==> src/rtl/transpose_unbuffer.sv <==
// Column-in / row-out tile reassembly with ping-pong banks (inverse of transpose_buffer).
// Define TRANSPOSE_UNBUF_OUT_REG_EN to add a registered one-entry output stage.
module transpose_unbuffer #(
    parameter int PIX_W    = 16,
    parameter int NUM_ROWS = 3,
    parameter int NUM_COLS = 4,
    localparam int RIDX_W  = $clog2(NUM_ROWS)
) (
    input  logic                      clk,
    input  logic                      rst_n,
    input  logic                      flush,
    input  logic                      col_valid,
    input  logic [NUM_ROWS*PIX_W-1:0] col_data,
    output logic                      col_ready,
    output logic                      row_valid,
    output logic [NUM_COLS*PIX_W-1:0] row_data,
    input  logic                      row_ready,
    output logic [RIDX_W-1:0]         row_index,
    output logic [1:0]                bank_full
);

    localparam int CIDX_W = $clog2(NUM_COLS);

    logic [PIX_W-1:0] mem [2][NUM_ROWS][NUM_COLS];

    logic                  wr_bank;
    logic                  rd_bank;
    logic [CIDX_W-1:0]     wr_col;
    logic [RIDX_W-1:0]     rd_row;
    logic [1:0]            full_q;
    logic [1:0]            full_d;
    logic                  col_fire;
    logic                  pop;
    logic                  wr_last;
    logic                  rd_last;
    logic [NUM_COLS*PIX_W-1:0] rd_vec;

    assign col_ready = ~full_q[wr_bank];
    assign col_fire  = col_valid & col_ready;
    assign wr_last   = (wr_col == CIDX_W'(NUM_COLS - 1));
    assign rd_last   = (rd_row == RIDX_W'(NUM_ROWS - 1));
    assign bank_full = full_q;

    // A completing write and a completing read always name different banks,
    // so both flag updates can be applied independently.
    always_comb begin
        // NOTE: every always_comb output gets a default first so no latch is inferred.
        full_d = full_q;
        if (col_fire && wr_last)
            full_d[wr_bank] = 1'b1;
        if (pop && rd_last)
            full_d[rd_bank] = 1'b0;
    end

    // NOTE: sequential state uses non-blocking assignments so all flops sample together.
    always_ff @(posedge clk or negedge rst_n) begin
        if (!rst_n) begin
            wr_bank <= 1'b0;
            wr_col  <= '0;
            rd_bank <= 1'b0;
            rd_row  <= '0;
            full_q  <= '0;
        end else if (flush) begin
            wr_bank <= 1'b0;
            wr_col  <= '0;
            rd_bank <= 1'b0;
            rd_row  <= '0;
            full_q  <= '0;
        end else begin
            if (col_fire) begin
                if (wr_last) begin
                    wr_col  <= '0;
                    wr_bank <= ~wr_bank;
                end else begin
                    wr_col <= wr_col + CIDX_W'(1);
                end
            end
            if (pop) begin
                if (rd_last) begin
                    rd_row  <= '0;
                    rd_bank <= ~rd_bank;
                end else begin
                    rd_row <= rd_row + RIDX_W'(1);
                end
            end
            full_q <= full_d;
        end
    end

    // NOTE: pixel storage has no reset; full flags guard every read of stale contents.
    always_ff @(posedge clk) begin
        if (col_fire && !flush) begin
            for (int r = 0; r < NUM_ROWS; r++)
                mem[wr_bank][r][wr_col] <= col_data[r*PIX_W +: PIX_W];
        end
    end

    always_comb begin
        rd_vec = '0;
        for (int c = 0; c < NUM_COLS; c++)
            rd_vec[c*PIX_W +: PIX_W] = mem[rd_bank][rd_row][c];
    end

`ifdef TRANSPOSE_UNBUF_OUT_REG_EN
    // Stage refills whenever it is empty or its row leaves this cycle.
    assign pop = full_q[rd_bank] & (~row_valid | row_ready);

    always_ff @(posedge clk or negedge rst_n) begin
        if (!rst_n) begin
            row_valid <= 1'b0;
            row_data  <= '0;
            row_index <= '0;
        end else if (flush) begin
            row_valid <= 1'b0;
            row_data  <= '0;
            row_index <= '0;
        end else if (pop) begin
            row_valid <= 1'b1;
            row_data  <= rd_vec;
            row_index <= rd_row;
        end else if (row_ready) begin
            row_valid <= 1'b0;
            row_data  <= '0;
            row_index <= '0;
        end
    end
`else
    assign row_valid = full_q[rd_bank];
    assign row_data  = row_valid ? rd_vec : '0;
    assign row_index = rd_row;
    assign pop       = row_valid & row_ready;
`endif

endmodule
==> config.mk <==
export PLATFORM = sky130hd
export DESIGN_NAME = transpose_unbuffer
export DESIGN_NICKNAME = d
export VERILOG_FILES = /design/src/rtl/transpose_unbuffer.sv
export SDC_FILE = /design/constraint.sdc
export NUM_CORES = 1
export LEC_CHECK = 0
export BUFFER_PORTS_ARGS = -buffer_cell sky130_fd_sc_hd__buf_2
export CORE_UTILIZATION = 25
export DETAILED_ROUTE_END_ITERATION = 10
export GPL_ROUTABILITY_DRIVEN = 0
export SLEW_MARGIN = 10
export SYNTH_ARGS = -nofsm -noshare
export SYNTH_HDL_FRONTEND = slang
export SYNTH_SLANG_ARGS = --single-unit
==> constraint.sdc <==
create_clock -name clk -period 5.6 [get_ports clk]
set_input_delay 1.12 -clock clk [delete_from_list [all_inputs] [get_ports clk]]
set_output_delay 1.12 -clock clk [all_outputs]
set_load 0.02 [all_outputs]
Yosys cells after proc, flatten, opt, wreduce, memory -nomap -nowiden

Memories as Yosys holds them, arrays and structs flattened.
Index checks and enable logic that the tools add are counted.

Add/sub/neg operators: 2
Muxes and demuxes: 31
Reductions and logical operators: 13
Eq/ne operators: 2
Bitwise operators: 10
$lt $le $gt $ge: 7

Operators by type and width:

| cell                | count |
|---|---|
| $mux 64             | 4 |
| $bmux 64 s2         | 1 |
| $demux 16 s2        | 1 |
| $mux 2              | 9 |
| $mux 16             | 1 |
| $mux 1              | 13 |
| $reduce_bool 2->1   | 4 |
| $ge 3x3->1 const B  | 2 |
| $logic_and 1x1->1   | 6 |
| $not 2->3           | 2 |
| $add 2x1->2 const B | 2 |
| $eq 2x2->1 const B  | 2 |
| $lt 1x2->1 const B  | 2 |
| $reduce_and 2->1    | 2 |
| $lt 3x1->1 const B  | 1 |
| $not 1->1           | 3 |
| $and 1x1->1         | 2 |
| $and 2x2->2         | 1 |
| $demux 1 s1         | 2 |
| $ge 1x1->1 const B  | 2 |
| $not 2->2           | 1 |
| $or 2x2->2          | 1 |
| $logic_not 1->1     | 1 |

Flip-flop bits (word level): 8
Input port bits: 53
Word-level logic and storage cells: 71
Output and inout bits: 70
Memories kept: 1
Bits in writable memories: 384

Memory list:

| name | words | bits a word | read ports | clocked after memory_dff | wr ports | RTL line | text |
|---|---|---|---|---|---|---|---|
| mem  | 2     | 192         | 1          | 0                        | 1        | 24       | `logic [PIX_W-1:0] mem [2][NUM_ROWS][NUM_COLS];` |

Depth between registers and ports, before layout

Gate-level depths: netlist of the first run.

Word-level depth: 9
Gate-level depth with buffers: 6
Depth with buffers taken out: 4

Worst setup path before layout of the first run

Ideal clock, no wire load.

Path type: input-to-reg
Start point: in col_valid
End point: mem mem[1][100] (netlist name), enable pin
Arrival time: 6,204 ps
Setup time: 590 ps
Required time: 5,010 ps
Path slack: -1,194 ps
Cell stages on the path: 2
Cells stage by stage: nand2_1 -> nor4b_1

Word-level cells in the longest chain between the ends: 4

RTL lines:

| what                          | RTL line | text |
|---|---|---|
| start: declaration            | 12       | `input logic col_valid,` |
| $and 1x1->1                   | 39       | `assign col_fire = col_valid & col_ready;` |
| $logic_and 1x1->1             | 92       | `if (col_fire && !flush) begin` |
| $mux 1                        | 92       |  |
| $mux 64 (implied by the code) | 94       | `mem[wr_bank][r][wr_col] <= col_data[r*PIX_W +: PIX_W];` |
| end: declaration              | 24       |  |

No other way between the ends.

Worst setup path after layout of the first run

Start point: reg rd_bank
End point: out row_data[24]

Word-level cells in the longest chain between the ends: 5

RTL lines:

| what                          | RTL line | text |
|---|---|---|
| start: declaration            | 27       | `logic rd_bank;` |
| start signal: assignment      | 81       | `rd_bank <= ~rd_bank;` |
| $mem_v2 2x192                 | n/a      |  |
| $bmux 64 s2                   | 101      | `rd_vec[c*PIX_W +: PIX_W] = mem[rd_bank][rd_row][c];` |
| $mux 64                       | n/a      |  |
| $mux 64 (implied by the code) | 101      |  |
| $mux 64 (*)                   | 129      | `assign row_data = row_valid ? rd_vec : '0;` |
| end: declaration              | 16       | `output logic [NUM_COLS*PIX_W-1:0] row_data,` |

Every way passes the cells marked *; elsewhere a longest branch is shown, timed or not. The select of a mux whose other input is x is not followed.

==> impl_summary.txt, run 1 <==
----------------------------------------------------
[Clocking]
  Post-CTS resize count ... 0
  Maximum level of the CTS H-tree ... 2
  Post-cts hold buffer count ... 0
  Clk sinks ... between 300 and 400
  Clock root buffer ... sky130_fd_sc_hd__clkbuf_16
  Worst-path clk slew ... 0.06 ns
  Number of buffers created by CTS ... 43
  Buffer depth of the longest clock path ... 3
  Clock tree from TritonCTS ... built
  Clock latency reported for the late side of the worst-skew pair ... 0.55 ns
  Number of setup buffers added after CTS ... 0

[Floorplanning]
  Y dimension of the die ... ~250 µm
  Initial Utilization ... 0.253
  Width of the chip ... 252 µm
  # rows ... 91
  IO Pins ... 123
  Die Area ... around 63,000 µm²
  Placeable core region ... 61,600 µm²

[Logic synthesis]
  Post-synth ARST share ... 0.0204
  Yosys reg bits ... 392
  Number of warnings printed during yosys synthesis ... 0
  Sequential-to-total area share from yosys stat ... 0.754
  Primary flip-flop cell chosen by synthesis mapping ... sky130_fd_sc_hd__edfxtp_1
  Average cell area after synthesis ... 17.7 µm²
  Library cell occupying the most area in the post-synthesis netlist ... sky130_fd_sc_hd__edfxtp_1
  Most common library cells after synthesis ... sky130_fd_sc_hd__edfxtp_1 (384), sky130_fd_sc_hd__mux2_2 (189), sky130_fd_sc_hd__a21oi_1 (68)
  Top-area cell type share of the netlist area ... 0.741
  Post-synthesis cell count ... about 900
  Number of enable flip-flop cells after synthesis ... 384
  Netlist area before placement ... 15,600 µm²
  Number of distinct library cell variants in the gate-level netlist after synthesis ... 34
  Syn Nets ... 937
  Most instantiated library cell after synthesis ... sky130_fd_sc_hd__edfxtp_1
  Top cells by area in the synthesized netlist ... sky130_fd_sc_hd__edfxtp_1 (74%), sky130_fd_sc_hd__mux2_2 (14%), sky130_fd_sc_hd__a22oi_1 (3.0%), sky130_fd_sc_hd__a21oi_1 (2.2%), sky130_fd_sc_hd__nand2_1 (1.6%)

[Routing]
  Routed via count divided by cell count ... around 4.4
  Via count ... 8,239
  DRC violation count after routing ... 0
  Number of DRC violations after detailed-routing iteration 0 ... 455
  Router iterations before antenna repair ... 5
  Final Routed Wirelength ... about 38,000 µm
  Wire length per cell after detailed routing ... 20.0 µm
  Final ANT Viol Nets ... 0

[GRT]
  Total GRT Usage ... 0.120
  Vias in the first global route ... 8,677
  Grt total ovfl ... 0
  Pin count of the biggest net entering global routing ... 49
  Global-route wire length before repair ... about 57,000 µm
  Antenna violations before repair ... 3

[Power and ir drop]
  Pleak ... between 6 and 7 nW
  VDD IR max ... 263 µV
  Power per cell area ... 333 nW/µm²

[Timing]
  Number of failing hold endpoints at the final stage ... 0
  Fin crit share ... 0.754
  Transition time of the tightest slew-check pin ... between 0.8 and 0.9 ns
  Final slew viol count ... 0
  Worst-case clock skew ... 0.0133 ns
  Unrepaired setup endpoints after global routing ... no
  Headroom to the max-slew limit ... 0.422
  Shortest period the worst path allows ... 4.22 ns
  Final number of setup-violating endpoints ... 0
  Highest clock rate ... 0.237 GHz

[Setup path]
  Setup crit start kind ... flop
  Arrival time worst endpoint ... a little over 3 ns
  Required time at the endpoint of the critical path ... between 4 and 5 ns
  Highest fanout seen on the critical path ... 35
  Setup CP Type ... flop to output port
  Critical Path End Type ... output port

[Min path]
  Tightest Hold Check Type ... input port to async pin

[Cells and area]
  Area of all placed cells without fillers ... roughly 19,000 µm²
  Number of nets in the layout ... between 1,000 and 1,500
  Utilization of the core after routing ... 0.301
  Layout overhead on the synthesized area ... 19.2%
  Proportion of layout cells with a drive suffix above 1 ... 0.391

[Placed design]
  Area after detailed placement ... 17,200 µm²
  HPWL after DPL ... 22,100 µm
  Count of buffers from port buffering ... around 120

[Outcome]
  Result of the run ... finished clean

[Flow run]
  Number of max-cap violations ... 0

----------------------------------------------------
[placed cells by master (no fill, tap or decap), types with 4 or more instances in the layout]
| cell type | count |
|---|---|
| sky130_fd_sc_hd__edfxtp_1 | 384 |
| sky130_fd_sc_hd__mux2_2 | 189 |
| sky130_fd_sc_hd__buf_2 | 122 |
| sky130_fd_sc_hd__a21oi_1 | 68 |
| sky130_fd_sc_hd__nand2_1 | 65 |
| sky130_fd_sc_hd__a22oi_1 | 63 |
| sky130_fd_sc_hd__clkbuf_16 | 45 |
| sky130_fd_sc_hd__buf_4 | 19 |
| sky130_fd_sc_hd__clkinv_1 | 9 |
| sky130_fd_sc_hd__inv_1 | 8 |
| sky130_fd_sc_hd__clkinv_2 | 7 |
| sky130_fd_sc_hd__clkbuf_1 | 7 |
| sky130_fd_sc_hd__dfrtp_1 | 6 |
| sky130_fd_sc_hd__o21ai_0 | 5 |
| sky130_fd_sc_hd__ha_1 | 4 |
[power by group]
part	internal, mW	switching (mW)	total [mW]
combinational	0.0414	0.0986	0.140
clock	1.64	1.13	2.77
sequential	3.26	0.00823	3.27
[layer usage]
metal | global-route usage | vias up | share of wire
li1 | - | 3729 | -
met1 | 0.163 | 4270 | 0.46
met2 | 0.188 | 179 | 0.47
met3 | 0.0265 | 59 | 0.048
met4 | 0.0382 | 2 | 0.024
met5 | 0 | - | 0.00021
[stage by stage]
stage	total power [mW]	setup slack [ns]	setup TNS (ns)	instances	hold slack (ns)
2_1_floorplan	3.39	-1.19	-198.74	880	0.560
3_3_place_gp	3.47	1.91	0	1807	0.588
3_5_place_dp	3.47	1.91	0	1807	0.611
4_1_cts	6.26	1.29	0	1884	0.374
5_1_grt	6.37	1.16	0	1884	0.393
6_report	6.18	1.38	0	1885	0.405
[critical path: stages (launching register included)]
cell,delay (ns)
sky130_fd_sc_hd__dfrtp_4,0.80
sky130_fd_sc_hd__nor2b_4,0.60
sky130_fd_sc_hd__buf_4,0.48
sky130_fd_sc_hd__a22oi_1,0.14
sky130_fd_sc_hd__a21oi_1,0.27
sky130_fd_sc_hd__buf_2,0.22
[path summary, 6_finish.rpt]
| check | startpoint | end | slack [ns] | depth (start not counted) |
|---|---|---|---|---|
| setup / recovery | rd_bank | row_data[24] | 1.38 | 5 |
| hold / removal | rst_n | wr_col[1] | 0.40 | 1 |
| setup reg to reg | bank_full[0] | mem[0][20] | 3.37 | 3 |
| hold reg to reg | wr_col[1] | wr_col[1] | 0.61 | 2 |
| max in group asynchronous | rst_n | row_index[1] | 4.99 | 1 |
| min in group clk | wr_col[1] | wr_col[1] | 0.61 | 2 |
[kinds of logic after synthesis]
logic type,after synthesis,synth area share
flip-flops,392,0.754
multiplexers,193,0.141
AO/OA/AOI/OAI,142,0.0569
AND/OR/NAND/NOR,89,0.0252
buffers and inverters,60,0.0198
adder cells (fa/ha/maj),4,0.00322
[layout make-up]
cell class | instances | area (µm²)
timing repair buffer | 142 | 773
tap | 837 | 1050
sequential | 392 | 11700
inverter | 8 | 30.0
antenna | 1 | 2.50
fill | 6052 | 43000
multi-input combinational | 428 | 3590
clock buffer | 55 | 1190
clock inverter | 22 | 184
[sequential cells by signal (all words and copies together) (netlist names)]
| signal | cells |
|---|---|
| wr_bank | 1 |
| mem | 384 |
| wr_col | 2 |
| row_index | 2 |
| rd_bank | 1 |
| bank_full | 2 |
(Power assumes the default switching activity.)
==> run 2, diff against run 1 <==
ABC_AREA = 1   (was unset)
clock period = 3.69 ns   (was 5.6 ns; I/O delays follow)
==> run 2 against run 1 <==
Net effect: via count rose by 34%; sequential share of layout area decreased by 4.6 points; clock power increased by 35%; non-clock buffer count rose by 2; sequential power grew 52%; first-iteration DRC count grew 63%; hold slack worse by 0.35 ns; critical path type unchanged; critical endpoint is now row_data[20]; largest power group unchanged; highest routed layer unchanged.
==> impl_summary.txt, run 2 <==
----------------------------------------------------
[Timing]
  Hold slack final ... 0.0515 ns
  Final slew viol count ... 0
  Highest clock rate ... 0.303 GHz
  Number of failing hold endpoints at the final stage ... 0
  Transition time of the tightest slew-check pin ... 1.15 ns
  Shortest period the worst path allows ... 3.30 ns
  Final sum of negative setup slack ... 0 ns
  Final number of setup-violating endpoints ... 0
  Headroom to the max-slew limit ... 0.235
  Fin crit share ... 0.893
  Worst-case clock skew ... 0.0101 ns
  Unrepaired setup endpoints after global routing ... no

[Logic synthesis]
  Number of distinct library cell variants in the gate-level netlist after synthesis ... 21
  Average cell area after synthesis ... 10.2 µm²
  Post-synthesis cell count ... between 1,500 and 2,000
  Most common library cells after synthesis ... sky130_fd_sc_hd__nand2_1 (468), sky130_fd_sc_hd__inv_1 (455), sky130_fd_sc_hd__edfxtp_1 (384)
  Number of enable flip-flop cells after synthesis ... 384
  Yosys reg bits ... 392
  Primary flip-flop cell chosen by synthesis mapping ... sky130_fd_sc_hd__edfxtp_1
  Post-synth ARST share ... 0.0204
  Top cells by area in the synthesized netlist ... sky130_fd_sc_hd__edfxtp_1 (67%), sky130_fd_sc_hd__nand2_1 (10%), sky130_fd_sc_hd__inv_1 (10%), sky130_fd_sc_hd__nand3_1 (7.7%), sky130_fd_sc_hd__buf_2 (1.3%)
  Sequential-to-total area share from yosys stat ... 0.684
  Number of warnings printed during yosys synthesis ... 0
  Netlist area before placement ... 17,100 µm²
  Syn Nets ... 1,740
  Top-area cell type share of the netlist area ... 0.673
  Most instantiated library cell after synthesis ... sky130_fd_sc_hd__nand2_1
  Library cell occupying the most area in the post-synthesis netlist ... sky130_fd_sc_hd__edfxtp_1

[Clocking]
  Post-CTS resize count ... 0
  Clk sinks ... 392
  Clock latency reported for the late side of the worst-skew pair ... around 0.53 ns
  Buffer depth of the longest clock path ... 3
  Number of buffers created by CTS ... 37
  Post-cts hold buffer count ... 0
  Maximum level of the CTS H-tree ... 2
  Clock root buffer ... sky130_fd_sc_hd__clkbuf_16
  Worst-path clk slew ... 0.07 ns
  Number of setup buffers added after CTS ... 0
  Clock tree from TritonCTS ... built

[GRT]
  Total GRT Usage ... 0.119
  Global-route wire length before repair ... 63,800 µm
  Met2 track demand over resource ... 0.195
  Global-route layer with the greatest usage ... met2
  Vias in the first global route ... 10,600
  Met3 routing resource usage after global routing ... 0.0247
  Antenna violations before repair ... 16
  Pin count of the biggest net entering global routing ... about 200
  Grt total ovfl ... 0
  Met1 routing resource usage after global routing ... 0.156

[Setup path]
  Number of buffers and inverters on the critical path ... 3
  Cell at the slowest stage of the critical path ... sky130_fd_sc_hd__dfrtp_4
  Critical Path, Cell by Cell ... buf_12, nand2_1, nand3_1, nand3_1, nand2_1, inv_1, buf_2
  Arrival time worst endpoint ... 2.56 ns
  Setup CP Type ... flop to output port
  Required time at the endpoint of the critical path ... 2.95 ns
  Critical Path End Type ... output port
  CP peak stage delay ... 0.45 ns
  Highest fanout seen on the critical path ... 194
  Setup crit start kind ... flop
  Kind of cell with the highest combined delay on the critical path ... buffers and inverters

[Power and ir drop]
  Power consumption ... ~9 mW
  Power per cell area ... 449 nW/µm²
  VDD IR max ... 228 µV
  Pleak ... 9.12 nW

[Floorplanning]
  Initial Utilization ... 0.254
  # rows ... 95
  Placeable core region ... 67,500 µm²
  Y dimension of the die ... 264 µm
  Width of the chip ... ~260 µm
  Die Area ... approximately 70,000 µm²
  IO Pins ... 123

[Cells and area]
  Antenna diode instance count ... 0
  Utilization of the core after routing ... 0.296
  Number of nets in the layout ... between 1,500 and 2,000
  Register name with the most flops ... mem
  Layout overhead on the synthesized area ... 16.6%
  Highest-count cells in the layout ignoring fill and taps ... sky130_fd_sc_hd__nand2_1 (468), sky130_fd_sc_hd__inv_1 (454), sky130_fd_sc_hd__edfxtp_1 (384)
  Max reg flops ... 384
  Proportion of layout cells with a drive suffix above 1 ... 0.118
  Commonest non-fill, non-tap cell in the layout ... sky130_fd_sc_hd__nand2_1
  Area of all placed cells without fillers ... 20,000 µm²

[Routing]
  Final ANT Viol Nets ... 0
  DRC violation count after routing ... 0
  Router iterations before antenna repair ... 5
  Routed via count divided by cell count ... 4.10
  Final Routed Wirelength ... 41,400 µm
  Number of DRC violations after detailed-routing iteration 0 ... about 740
  Via count ... 11,000
  Wire length per cell after detailed routing ... 15.4 µm

[Placed design]
  Area after detailed placement ... 18,800 µm²
  HPWL after DPL ... 25,100 µm
  Count of buffers from port buffering ... ~120

[Flow run]
  Number of max-cap violations ... 0

[Outcome]
  Result of the run ... finished clean

[Min path]
  Tightest Hold Check Type ... input port to async pin

----------------------------------------------------
## run 2: metal layers
metal / vias up / routed length (µm)
li1: 5442 / -
met1: 5265 / 18500
met2: 231 / 19500
met3: 86 / 2220
met4: 24 / 1050
met5: - / 149
## run 2: cells by family (layout without fill, tap and decap cells)
group,count (synthesis),count (layout),synth area share
AO/OA/AOI/OAI,3,3,0.00102
AND/OR/NAND/NOR,753,753,0.185
flip-flops,392,392,0.684
buffers and inverters,531,669,0.126
adder cells (fa/ha/maj),4,4,0.00292
## run 2: layout make-up
type | instances | area (µm²)
clock inverters | 18 | 169
flip-flops and latches | 392 | 11700
inverters | 459 | 1730
well taps | 873 | 1090
clock buffers | 48 | 1010
multi-input cells | 760 | 3320
fillers | 6939 | 47500
repair buffers | 144 | 938
## run 2: worst reg2reg max path, stage by stage, from the launching register on
cell	delay, ns
sky130_fd_sc_hd__dfrtp_1	0.63
sky130_fd_sc_hd__inv_2	0.23
sky130_fd_sc_hd__nand2_1	0.11
sky130_fd_sc_hd__nand3_1	0.21
sky130_fd_sc_hd__nor2_2	0.27
sky130_fd_sc_hd__nand2_1	0.19
sky130_fd_sc_hd__nor2_4	0.69
sky130_fd_sc_hd__buf_4	0.34
## run 2: worst paths after layout
check | from | end | slack [ns] | depth (start not counted)
max in group asynchronous | rst_n | rd_bank | 3.44 | 1
min in group clk | col_data[3] | mem[0][131] | 0.49 | 1
hold reg to reg | wr_col[0] | wr_col[0] | 0.59 | 2
setup reg to reg | wr_bank | mem[0][182] | 0.72 | 7
setup / recovery | rd_bank | row_data[20] | 0.39 | 7
hold / removal | rst_n | rd_bank | 0.05 | 1
## run 2: through the flow
step / setup WS, ns / cells
5_1_grt: 0.271 / 2694
4_1_cts: 0.276 / 2694
3_5_place_dp: 0.742 / 2628
3_3_place_gp: 0.808 / 2628
6_report: 0.393 / 2694
2_1_floorplan: 0.0157 / 1683
## run 2: report_power, final
| part | total (mW) | switching [mW] | internal, mW |
|---|---|---|---|
| registers | 4.97 | 0.0148 | 4.95 |
| logic | 0.263 | 0.192 | 0.0716 |
| clock network | 3.75 | 1.60 | 2.15 |
